## config.mk

```make
export PLATFORM = sky130hd
export DESIGN_NAME = voq_desc_queue_flat
export DESIGN_NICKNAME = d
export VERILOG_FILES = /design/src/rtl/voq_desc_queue_pkg.sv /design/src/rtl/voq_desc_queue_if.sv /design/src/rtl/voq_desc_queue_desc_fifo.sv /design/src/rtl/voq_desc_queue.sv /design/src/flat_wrapper.sv
export SDC_FILE = /design/constraint.sdc
export NUM_CORES = 1
export LEC_CHECK = 0
export CAP_MARGIN = 30
export CORE_MARGIN = 10
export CORE_UTILIZATION = 35
export DETAILED_ROUTE_END_ITERATION = 16
export GPL_TIMING_DRIVEN = 0
export SETUP_SLACK_MARGIN = 0.1
export SLEW_MARGIN = 20
export SYNTH_ARGS = -nofsm -noshare
export SYNTH_HDL_FRONTEND = slang
export SYNTH_SLANG_ARGS = --single-unit
```

## constraint.sdc

```tcl
create_clock -name clk -period 7.23 [get_ports clk]
set_input_delay 1.8075 -clock clk [delete_from_list [all_inputs] [get_ports clk]]
set_output_delay 1.8075 -clock clk [all_outputs]
set_load 0.02 [all_outputs]
```

## src/rtl/voq_desc_queue_pkg.sv

```systemverilog
// Shared constants for the VOQ descriptor queue slice.
// Pure definitions, no logic.
// Values here set the default geometry of the queues.
package voq_desc_queue_pkg;

  // Width of a frame start-block pointer in packet memory.
  localparam int MEM_ADDR_W = 10;
  // Default descriptors held per egress queue.
  localparam int VOQ_DEPTH  = 8;
  // Default width of each per-port drop counter.
  localparam int DROP_CNT_W = 16;

endpackage

```

## src/rtl/voq_desc_queue_if.sv

```systemverilog
// Per-port enqueue/dequeue bundle between the switch core and the VOQ block.
// No logic; modports fix drive direction.
// Master side drives push/flush/pop_ready, slave side drives queue status.
interface voq_desc_queue_if #(
  parameter int NUM_PORTS = 4,
  parameter int ADDR_W    = voq_desc_queue_pkg::MEM_ADDR_W,
  parameter int LVL_W     = 4,
  parameter int CNT_W     = voq_desc_queue_pkg::DROP_CNT_W
);

  logic [NUM_PORTS-1:0]             push_mask_i;
  logic [NUM_PORTS-1:0][ADDR_W-1:0] push_ptr_i;
  logic [NUM_PORTS-1:0]             flush_i;
  logic [NUM_PORTS-1:0]             pop_ready_i;
  logic [NUM_PORTS-1:0]             pop_valid_o;
  logic [NUM_PORTS-1:0][ADDR_W-1:0] pop_ptr_o;
  logic [NUM_PORTS-1:0][LVL_W-1:0]  level_o;
  logic [NUM_PORTS-1:0]             full_o;
  logic [NUM_PORTS-1:0]             drop_pulse_o;
  logic [NUM_PORTS-1:0][CNT_W-1:0]  drop_cnt_o;

  modport master (
    output push_mask_i, push_ptr_i, flush_i, pop_ready_i,
    input  pop_valid_o, pop_ptr_o, level_o, full_o, drop_pulse_o, drop_cnt_o
  );

  modport slave (
    input  push_mask_i, push_ptr_i, flush_i, pop_ready_i,
    output pop_valid_o, pop_ptr_o, level_o, full_o, drop_pulse_o, drop_cnt_o
  );

endinterface

```

## src/rtl/voq_desc_queue_desc_fifo.sv

```systemverilog
// Single FWFT descriptor queue with flush and saturating drop counter.
// Latency 1 from push to pop_valid; head visible while non-empty.
// A push into a full queue is dropped unless a pop fires the same cycle.
module desc_fifo
  import voq_desc_queue_pkg::*;
#(
  parameter int ADDR_W = MEM_ADDR_W,
  parameter int DEPTH  = VOQ_DEPTH,
  parameter int CNT_W  = DROP_CNT_W,
  parameter int LVL_W  = $clog2(DEPTH + 1)
) (
  input  logic              clk,
  input  logic              rst,
  input  logic              push,
  input  logic [ADDR_W-1:0] push_ptr,
  input  logic              flush,
  input  logic              pop_ready,
  output logic              pop_valid,
  output logic [ADDR_W-1:0] pop_ptr,
  output logic [LVL_W-1:0]  level,
  output logic              full,
  output logic              drop_pulse,
  output logic [CNT_W-1:0]  drop_cnt
);

  localparam int IDX_W = $clog2(DEPTH);

  logic [ADDR_W-1:0] mem [DEPTH];
  logic [IDX_W-1:0]  rd_idx;
  logic [IDX_W-1:0]  wr_idx;
  logic              pop_fire;
  logic              accept;
  logic              drop;

  // Handshake decode: full/empty come from level, never from index compare.
  always_comb begin
    pop_fire = pop_ready && (level != '0);
    accept   = push && ((level != LVL_W'(DEPTH)) || pop_fire);
    drop     = push && !accept;
  end

  // Queue state: indices, level and drop accounting; flush wins over push/pop.
  always_ff @(posedge clk or posedge rst) begin
    if (rst) begin
      rd_idx     <= '0;
      wr_idx     <= '0;
      level      <= '0;
      drop_pulse <= 1'b0;
      drop_cnt   <= '0;
    end else if (flush) begin
      rd_idx     <= '0;
      wr_idx     <= '0;
      level      <= '0;
      drop_pulse <= 1'b0;
    end else begin
      if (accept)   wr_idx <= wr_idx + IDX_W'(1);
      if (pop_fire) rd_idx <= rd_idx + IDX_W'(1);
      if (accept && !pop_fire)      level <= level + LVL_W'(1);
      else if (!accept && pop_fire) level <= level - LVL_W'(1);
      drop_pulse <= drop;
      if (drop && (drop_cnt != '1)) drop_cnt <= drop_cnt + CNT_W'(1);
    end
  end

  // Descriptor storage is left unreset; only indices/level define contents.
  always_ff @(posedge clk) begin
    if (accept && !flush) mem[wr_idx] <= push_ptr;
  end

  // Status outputs derived purely from registered state.
  always_comb begin
    pop_valid = (level != '0);
    full      = (level == LVL_W'(DEPTH));
    pop_ptr   = pop_valid ? mem[rd_idx] : '0;
  end

endmodule

```

## src/rtl/voq_desc_queue.sv

```systemverilog
// Virtual output queues: one descriptor FIFO per egress port.
// Latency 1 push-to-valid per port; no input-to-output combinational path.
// Per-port pop_valid/pop_ready; rejected pushes drop and are counted.
module voq_desc_queue
  import voq_desc_queue_pkg::*;
#(
  parameter int NUM_PORTS = 4,
  parameter int ADDR_W    = MEM_ADDR_W,
  parameter int DEPTH     = VOQ_DEPTH,
  parameter int CNT_W     = DROP_CNT_W,
  parameter int LVL_W     = $clog2(DEPTH + 1)
) (
  input  logic               clk,
  input  logic               rst,
  voq_desc_queue_if.slave    q
);

  logic [NUM_PORTS-1:0]             pop_valid;
  logic [NUM_PORTS-1:0][ADDR_W-1:0] pop_ptr;
  logic [NUM_PORTS-1:0][LVL_W-1:0]  level;
  logic [NUM_PORTS-1:0]             full;
  logic [NUM_PORTS-1:0]             drop_pulse;
  logic [NUM_PORTS-1:0][CNT_W-1:0]  drop_cnt;

  for (genvar p = 0; p < NUM_PORTS; p++) begin : g_port
    desc_fifo #(
      .ADDR_W (ADDR_W),
      .DEPTH  (DEPTH),
      .CNT_W  (CNT_W),
      .LVL_W  (LVL_W)
    ) u_fifo (
      .clk        (clk),
      .rst        (rst),
      .push       (q.push_mask_i[p]),
      .push_ptr   (q.push_ptr_i[p]),
      .flush      (q.flush_i[p]),
      .pop_ready  (q.pop_ready_i[p]),
      .pop_valid  (pop_valid[p]),
      .pop_ptr    (pop_ptr[p]),
      .level      (level[p]),
      .full       (full[p]),
      .drop_pulse (drop_pulse[p]),
      .drop_cnt   (drop_cnt[p])
    );
  end

  // Gather per-port status onto the interface.
  always_comb begin
    q.pop_valid_o  = pop_valid;
    q.pop_ptr_o    = pop_ptr;
    q.level_o      = level;
    q.full_o       = full;
    q.drop_pulse_o = drop_pulse;
    q.drop_cnt_o   = drop_cnt;
  end

endmodule

```

## src/flat_wrapper.sv

```systemverilog
// flat-port wrapper written by rule: the top's interface ports become plain ports
module voq_desc_queue_flat import voq_desc_queue_pkg::*;
#(
  parameter int NUM_PORTS = 4,
  parameter int ADDR_W    = MEM_ADDR_W,
  parameter int DEPTH     = VOQ_DEPTH,
  parameter int CNT_W     = DROP_CNT_W,
  parameter int LVL_W     = $clog2(DEPTH + 1)
)
  (clk, rst, q_push_mask_i, q_push_ptr_i, q_flush_i, q_pop_ready_i, q_pop_valid_o, q_pop_ptr_o, q_level_o, q_full_o, q_drop_pulse_o, q_drop_cnt_o);
  voq_desc_queue_if #(.NUM_PORTS(NUM_PORTS), .ADDR_W(ADDR_W), .LVL_W(LVL_W), .CNT_W(CNT_W)) q_i ();
  input  logic clk;
  input  logic rst;
  input wire logic [$bits(q_i.push_mask_i)-1:0] q_push_mask_i;
  input wire logic [$bits(q_i.push_ptr_i)-1:0] q_push_ptr_i;
  input wire logic [$bits(q_i.flush_i)-1:0] q_flush_i;
  input wire logic [$bits(q_i.pop_ready_i)-1:0] q_pop_ready_i;
  output wire logic [$bits(q_i.pop_valid_o)-1:0] q_pop_valid_o;
  output wire logic [$bits(q_i.pop_ptr_o)-1:0] q_pop_ptr_o;
  output wire logic [$bits(q_i.level_o)-1:0] q_level_o;
  output wire logic [$bits(q_i.full_o)-1:0] q_full_o;
  output wire logic [$bits(q_i.drop_pulse_o)-1:0] q_drop_pulse_o;
  output wire logic [$bits(q_i.drop_cnt_o)-1:0] q_drop_cnt_o;
  assign q_i.push_mask_i = q_push_mask_i;
  assign q_i.push_ptr_i = q_push_ptr_i;
  assign q_i.flush_i = q_flush_i;
  assign q_i.pop_ready_i = q_pop_ready_i;
  assign q_pop_valid_o = q_i.pop_valid_o;
  assign q_pop_ptr_o = q_i.pop_ptr_o;
  assign q_level_o = q_i.level_o;
  assign q_full_o = q_i.full_o;
  assign q_drop_pulse_o = q_i.drop_pulse_o;
  assign q_drop_cnt_o = q_i.drop_cnt_o;
  voq_desc_queue #(.NUM_PORTS(NUM_PORTS), .ADDR_W(ADDR_W), .DEPTH(DEPTH), .CNT_W(CNT_W), .LVL_W(LVL_W)) u_core (.clk(clk), .rst(rst), .q(q_i));
endmodule
```

======== Yosys cells after proc, flatten, opt, wreduce, memory -nomap -nowiden ========
Memories as Yosys holds them, arrays and structs flattened.
Index checks and enable logic that the tools add are counted.
operators by class
  $add $sub $neg .......................... 20
  multipliers ............................. 0
  divide/modulo/power cells ............... 0
  magnitude comparators ................... 0
  equality and inequality tests ........... 12
  shift-type cells ........................ 0
  mux-type cells .......................... 44
  bitwise gates (word level) .............. 4
  reductions and logical operators ........ 64
operator list
  kind                     number
  $add A16 B1 Y16 const B  4
  $ne A16 B16 Y1 const B   4
  $mux W3                  16
  $mux W4                  12
  $mux W10                 4
  $logic_and A1 B1 Y1      28
  $add A3 B1 Y3 const B    8
  $add A4 B1 Y4 const B    4
  $eq A4 B4 Y1 const B     4
  $ne A4 B4 Y1 const B     4
  $reduce_bool A2 Y1       8
  $reduce_bool A4 Y1       4
  $sub A4 B1 Y4 const B    4
  $logic_not A1 Y1         12
  $mux W1                  12
  $reduce_bool A3 Y1       4
  $reduce_and A2 Y1        4
  $logic_or A1 B1 Y1       4
  $not A1 Y1               4
word-level totals
  flip-flop bits (word level) ............. 108
  bits in latches ......................... 0
  bits in writable memories ............... 320
  bits in read-only memories .............. 0
  input bits .............................. 54
  output and inout bits ................... 132
  logic and storage cells ................. 168
  memories kept ........................... 4
memory list
  name                         words  width  read ports  clocked after Yosys merged registers in  write ports  line                            RTL
  u_core.g_port[0].u_fifo.mem  8      10     1           0                                        1            voq_desc_queue_desc_fifo.sv:28  logic [ADDR_W-1:0] mem [DEPTH];
  u_core.g_port[1].u_fifo.mem  8      10     1           0                                        1            voq_desc_queue_desc_fifo.sv:28
  u_core.g_port[2].u_fifo.mem  8      10     1           0                                        1            voq_desc_queue_desc_fifo.sv:28
  u_core.g_port[3].u_fifo.mem  8      10     1           0                                        1            voq_desc_queue_desc_fifo.sv:28

======== Longest topological paths before layout ========
  depth in word-level cells ............... 9
  depth in mapped cells ................... 10
  depth with buffers taken out ............ 10

======== Modules after synthesis ========
From an unflattened synthesis, not the netlist that was laid out.
second synthesis, totals
  cells, all modules ...................... 1105
  area, all modules ....................... 18111.1 sq um
modules (own cells, without submodules)
  module                                    times used  cells each  area each (sq um)  sequential area each (sq um)
  desc_fifo at u_core.g_port[0].u_fifo ...  3           275         4511.8             3078.0
  desc_fifo at u_core.g_port[3].u_fifo      1           280         4575.6             3078.0

======== Worst setup path after synthesis ========
OpenSTA, ideal clock, no wires.
  kind .................................... input to register
  from .................................... in q_pop_ready_i[3]
  to ...................................... mem u_core.g_port[3].u_fifo.mem[0][0] (netlist name) (enable)
  library setup time ...................... 390 ps
  data arrival time ....................... 3323 ps
  slack ................................... 3517 ps
  cell stages on the path ................. 4
  buffers on the path ..................... 1
  path through ............................ clkbuf_1 > o21ai_1 > or3_1 > nor3_1
between the ends
  word-level cells in the longest chain between the ends .. 6
ends and longest elaborated chain
  element                        line                            RTL
  from (decl)                    flat_wrapper.sv:17              input wire logic [$bits(q_i.pop_ready_i)-1:0] q_pop_ready_i;
  $logic_and A1 B1 Y1            voq_desc_queue_desc_fifo.sv:37  pop_fire = pop_ready && (level != '0);
  $logic_or A1 B1 Y1             voq_desc_queue_desc_fifo.sv:38  accept = push && ((level != LVL_W'(DEPTH)) || pop_fire);
  $logic_and A1 B1 Y1            voq_desc_queue_desc_fifo.sv:38
  $logic_and A1 B1 Y1            voq_desc_queue_desc_fifo.sv:67  if (accept && !flush) mem[wr_idx] <= push_ptr;
  $mux W1                        voq_desc_queue_desc_fifo.sv:67
  $mux W1 (not written as such)  voq_desc_queue_desc_fifo.sv:67
  to (decl)                      voq_desc_queue_desc_fifo.sv:28
No other way between the ends.

======== Worst setup path after layout ========
  from .................................... reg u_core.g_port[3].u_fifo.rd_idx[1]
  to ...................................... out q_pop_ptr_o[36]
between the ends
  word-level cells in the longest chain between the ends .. 2
ends and longest elaborated chain
  element                 line                            RTL
  from (decl)             voq_desc_queue_desc_fifo.sv:29  logic [IDX_W-1:0] rd_idx;
  from (signal assigned)  voq_desc_queue_desc_fifo.sv:57  if (pop_fire) rd_idx <= rd_idx + IDX_W'(1);
  $mem_v2 Z8 W10          -
  $mux W10                voq_desc_queue_desc_fifo.sv:74  pop_ptr = pop_valid ? mem[rd_idx] : '0;
  to (decl)               flat_wrapper.sv:19              output wire logic [$bits(q_i.pop_ptr_o)-1:0] q_pop_ptr_o;
No other way between the ends.

==> results.json <==
{
  "grt_pass1_vias": 10800,
  "cts.path.max_buffers": 3,
  "clkTransAtPathRegs_ps": 60,
  "post-route-period-util_pct": 64.8,
  "crit_family": "buffers and inverters",
  "postCtsSetupBuffers": 0,
  "grt_antenna_before_repair": 0,
  "powerDensity_nw_per_um2": 318,
  "hpwl_um": 28900,
  "start_kind": "flop",
  "status": "completed",
  "syn_inst": 1096,
  "path_buf_inv": 2,
  "grt_usage_pct": 13.7,
  "finClkSkew_ps": 16.1,
  "clkSinkCount": 428,
  "slew-limit-headroom_pct": 37.5,
  "tritoncts": "built",
  "arrival_ps": 2880,
  "grt-ovfl-total": 0,
  "vias": 10200,
  "period_minus_slack_ps": 4690,
  "avgSynthCellArea_sq_um": 16.4,
  "worst_setup_path_end_kind": "output pin",
  "maxCapViolCount": 0,
  "first_pass_iters": 5,
  "numCtsBuffers": 46,
  "cp-startpoint": "u_core.g_port[3].u_fifo.rd_idx[1]",
  "ctsHoldBuffers": 0,
  "design.core.area_sq_um": 51100,
  "ys_seq_area_share_pct": 68.4,
  "ant_nets": 0,
  "drc": 0,
  "synth_edf_count": 320,
  "cts-htree-levels": 2,
  "grt_max_degree": 67,
  "portBuffers": 184,
  "num_rows": 83,
  "cp_max_fo": 10,
  "num-nets-final": 1434,
  "synth.area.top_cells": "edfxtp_1 53%, dfrtp_1 15%, mux4_2 10%",
  "fmax_mhz": 213,
  "routabilityCongestion": 0.753,
  "die_h_um": 247,
  "io_pins": 186,
  "drive_gt1_share_pct": 17.9,
  "crit_type": "flop to output pin",
  "timing.rr.start": "u_core.g_port[3].u_fifo.level[0]",
  "cp_slowest_cell": "clkdlybuf4s50_1",
  "async_flop_share_pct": 25.2,
  "utilization_pct": 44.2,
  "die-area_sq_um": 60900,
  "setup_viol": 0,
  "synth_top_cell_by_area": "edfxtp_1",
  "routed_via_density": 4.93,
  "hold_path.class": "flop to flop",
  "synth_top_area_share_pct": 53.4,
  "crit_chain": "clkbuf_1 > mux4_2 > mux2i_1 > nor2_1 > clkdlybuf4s50_1",
  "min_from": "u_core.g_port[3].u_fifo.drop_cnt[11]",
  "drt_iter0_drc": 532,
  "yosysUniqueCellTypes": 62,
  "diodes": 0,
  "routedWlPerCell_um": 19.9,
  "grt_pass1_wl_um": 64600,
  "required_ps": 5420,
  "synth_area_sq_um": 18000,
  "yosys_warnings": 0,
  "power.leakage_nw": 8.00,
  "slew_viol_final": 0,
  "die_w_um": 247,
  "synthesis.nets": 1174,
  "start_util_pct": 35.2,
  "rsz0062_at_grt": "no",
  "synth_flop_cell": "edfxtp_1",
  "setup-tns-final_ps": 0,
  "finalHoldViolCount": 0,
  "cpPeakStageDelay_ps": 660,
  "tightest_slew_ps": 926,
  "cts-root-buf": "clkbuf_16",
  "clock_latency_ps": 560,
  "synth-seq-cells": 428,
  "drt-total-wl_um": 41300,
  "ir_worst_vdd_uv": 193,
  "syn2layout_area_growth_pct": 25.5,
  "cts_resized": 0
}
==> through the flow <==
step	hold slack (ps)	power, mW	area (sq um)	std cells	setup WS, ps
floorplan	503	4.08	18000	1096	2580
global placement	475	4.82	20700	1960	381
detailed placement	485	4.86	21000	1988	2990
CTS	496	7.30	22600	2073	2450
global route	513	7.56	22600	2073	2410
finish	495	7.19	22600	2073	2540
==> where the power goes <==
part           internal (mW)  total [mW]  switching (mW)
logic                  0.889        1.87           0.979
clock network           1.46        2.41           0.953
registers               2.77        2.90           0.136
total                   5.12        7.19            2.07
==> Yosys cell counts (3+ instances only) <==
| cell type | instances |
|---|---|
| inv_2 | 3 |
| o211ai_1 | 3 |
| xor2_1 | 41 |
| buf_2 | 8 |
| nor2_1 | 124 |
| a211oi_1 | 3 |
| nand2_1 | 44 |
| nor3_1 | 15 |
| a21oi_1 | 7 |
| a31oi_1 | 3 |
| mux4_2 | 80 |
| ha_1 | 20 |
| edfxtp_1 | 320 |
| nor4_1 | 6 |
| clkbuf_1 | 21 |
| and2_1 | 4 |
| or4b_4 | 4 |
| nand3_2 | 4 |
| o31ai_1 | 9 |
| mux2_2 | 8 |
| o41ai_1 | 3 |
| nand4_1 | 20 |
| a21o_1 | 3 |
| o21a_1 | 7 |
| mux2i_1 | 48 |
| inv_1 | 28 |
| fa_1 | 4 |
| dfrtp_1 | 108 |
| nand2b_1 | 10 |
| and4_1 | 7 |
| buf_4 | 12 |
| o21ai_0 | 11 |
| xnor2_1 | 30 |
| or3_1 | 11 |
| nand3_1 | 24 |
| and3_1 | 6 |
==> state kept, by name, indices dropped and copies added, names as in the netlist <==
| signal | count |
|---|---|
| u_core.g_port.u_fifo.drop_cnt | 64 |
| u_core.g_port.u_fifo.wr_idx | 12 |
| u_core.g_port.u_fifo.drop_pulse | 4 |
| u_core.g_port.u_fifo.rd_idx | 12 |
| u_core.g_port.u_fifo.mem | 320 |
| u_core.g_port.u_fifo.level | 16 |
==> layout by cell type, fill, tap and decap left out, drive strengths merged, types with 6 or more instances in the layout <==
master         Yosys  layout
buf               21      49
nand2b            10      10
inv               31      32
nor4               9       9
nand2             44      44
a21oi              7       7
clkdlybuf4s50      0     184
or3               12      12
dfrtp            108     108
and3               7       7
mux2i             48      48
bufinv             0       6
nor3              19      19
o21a               8       8
nand3             28      28
edfxtp           320     320
clkinv             0      16
mux4              80      80
ha                20      20
clkbuf            21      81
xnor2             30      30
o21ai             13      13
nor2             124     124
xor2              43      43
o31ai              9       9
mux2               8       8
nand4             20      20
and4              11      11
==> metal layers <==
metal	up-vias	part of all wire, %	track usage (%)
met4	0	1.6	3.55
met1	5264	44	17.5
met3	50	5.3	3.49
met5	-	0	0
met2	188	49	22.8
li1	4728	-	-
==> area by class of cell <==
type                    instances  area, sq um
fillers                      4602        28500
flip-flops and latches        428        12300
multi-input cells             595         5400
repair buffers                212         2130
clock buffers                  60         1280
well taps                     680          851
clock inverters                25          279
plain buffers                  42          220
inverters                      31          121
==> final timing paths <==
path,end,slack [ps],cells past startpoint
setup reg to reg,u_core.g_port[3].u_fifo.level[3],4250,10
hold reg to reg,u_core.g_port[3].u_fifo.drop_cnt[11],490,1
max in group asynchronous,u_core.g_port[2].u_fifo.level[0],4860,3
min in group asynchronous,u_core.g_port[0].u_fifo.level[3],1660,2
setup / recovery,q_pop_ptr_o[36],2540,5
hold / removal,u_core.g_port[3].u_fifo.drop_cnt[11],490,1
==> cells by family (layout without fill, tap and decap cells) <==
family	after synthesis	after routing	synth area share (%)
flops	428	428	68.4
simple gates	304	304	8.86
mux	136	136	13.2
xor+xnor	73	73	3.64
buf+inv	73	370	1.87
compound gates	58	58	2.20
fa+ha+maj	24	24	1.84
==> worst register-to-register path: stages (launching register included) <==
cell and delay (ps):
dfrtp_1 460, or4b_4 650, inv_2 100, nor3b_1 70, a31oi_1 410, ha_1 330, a21o_1 170, a21oi_1 260
nor3b_1 220, a311oi_1 110, o211ai_1 120
Power figures use the tool's default switching activity.
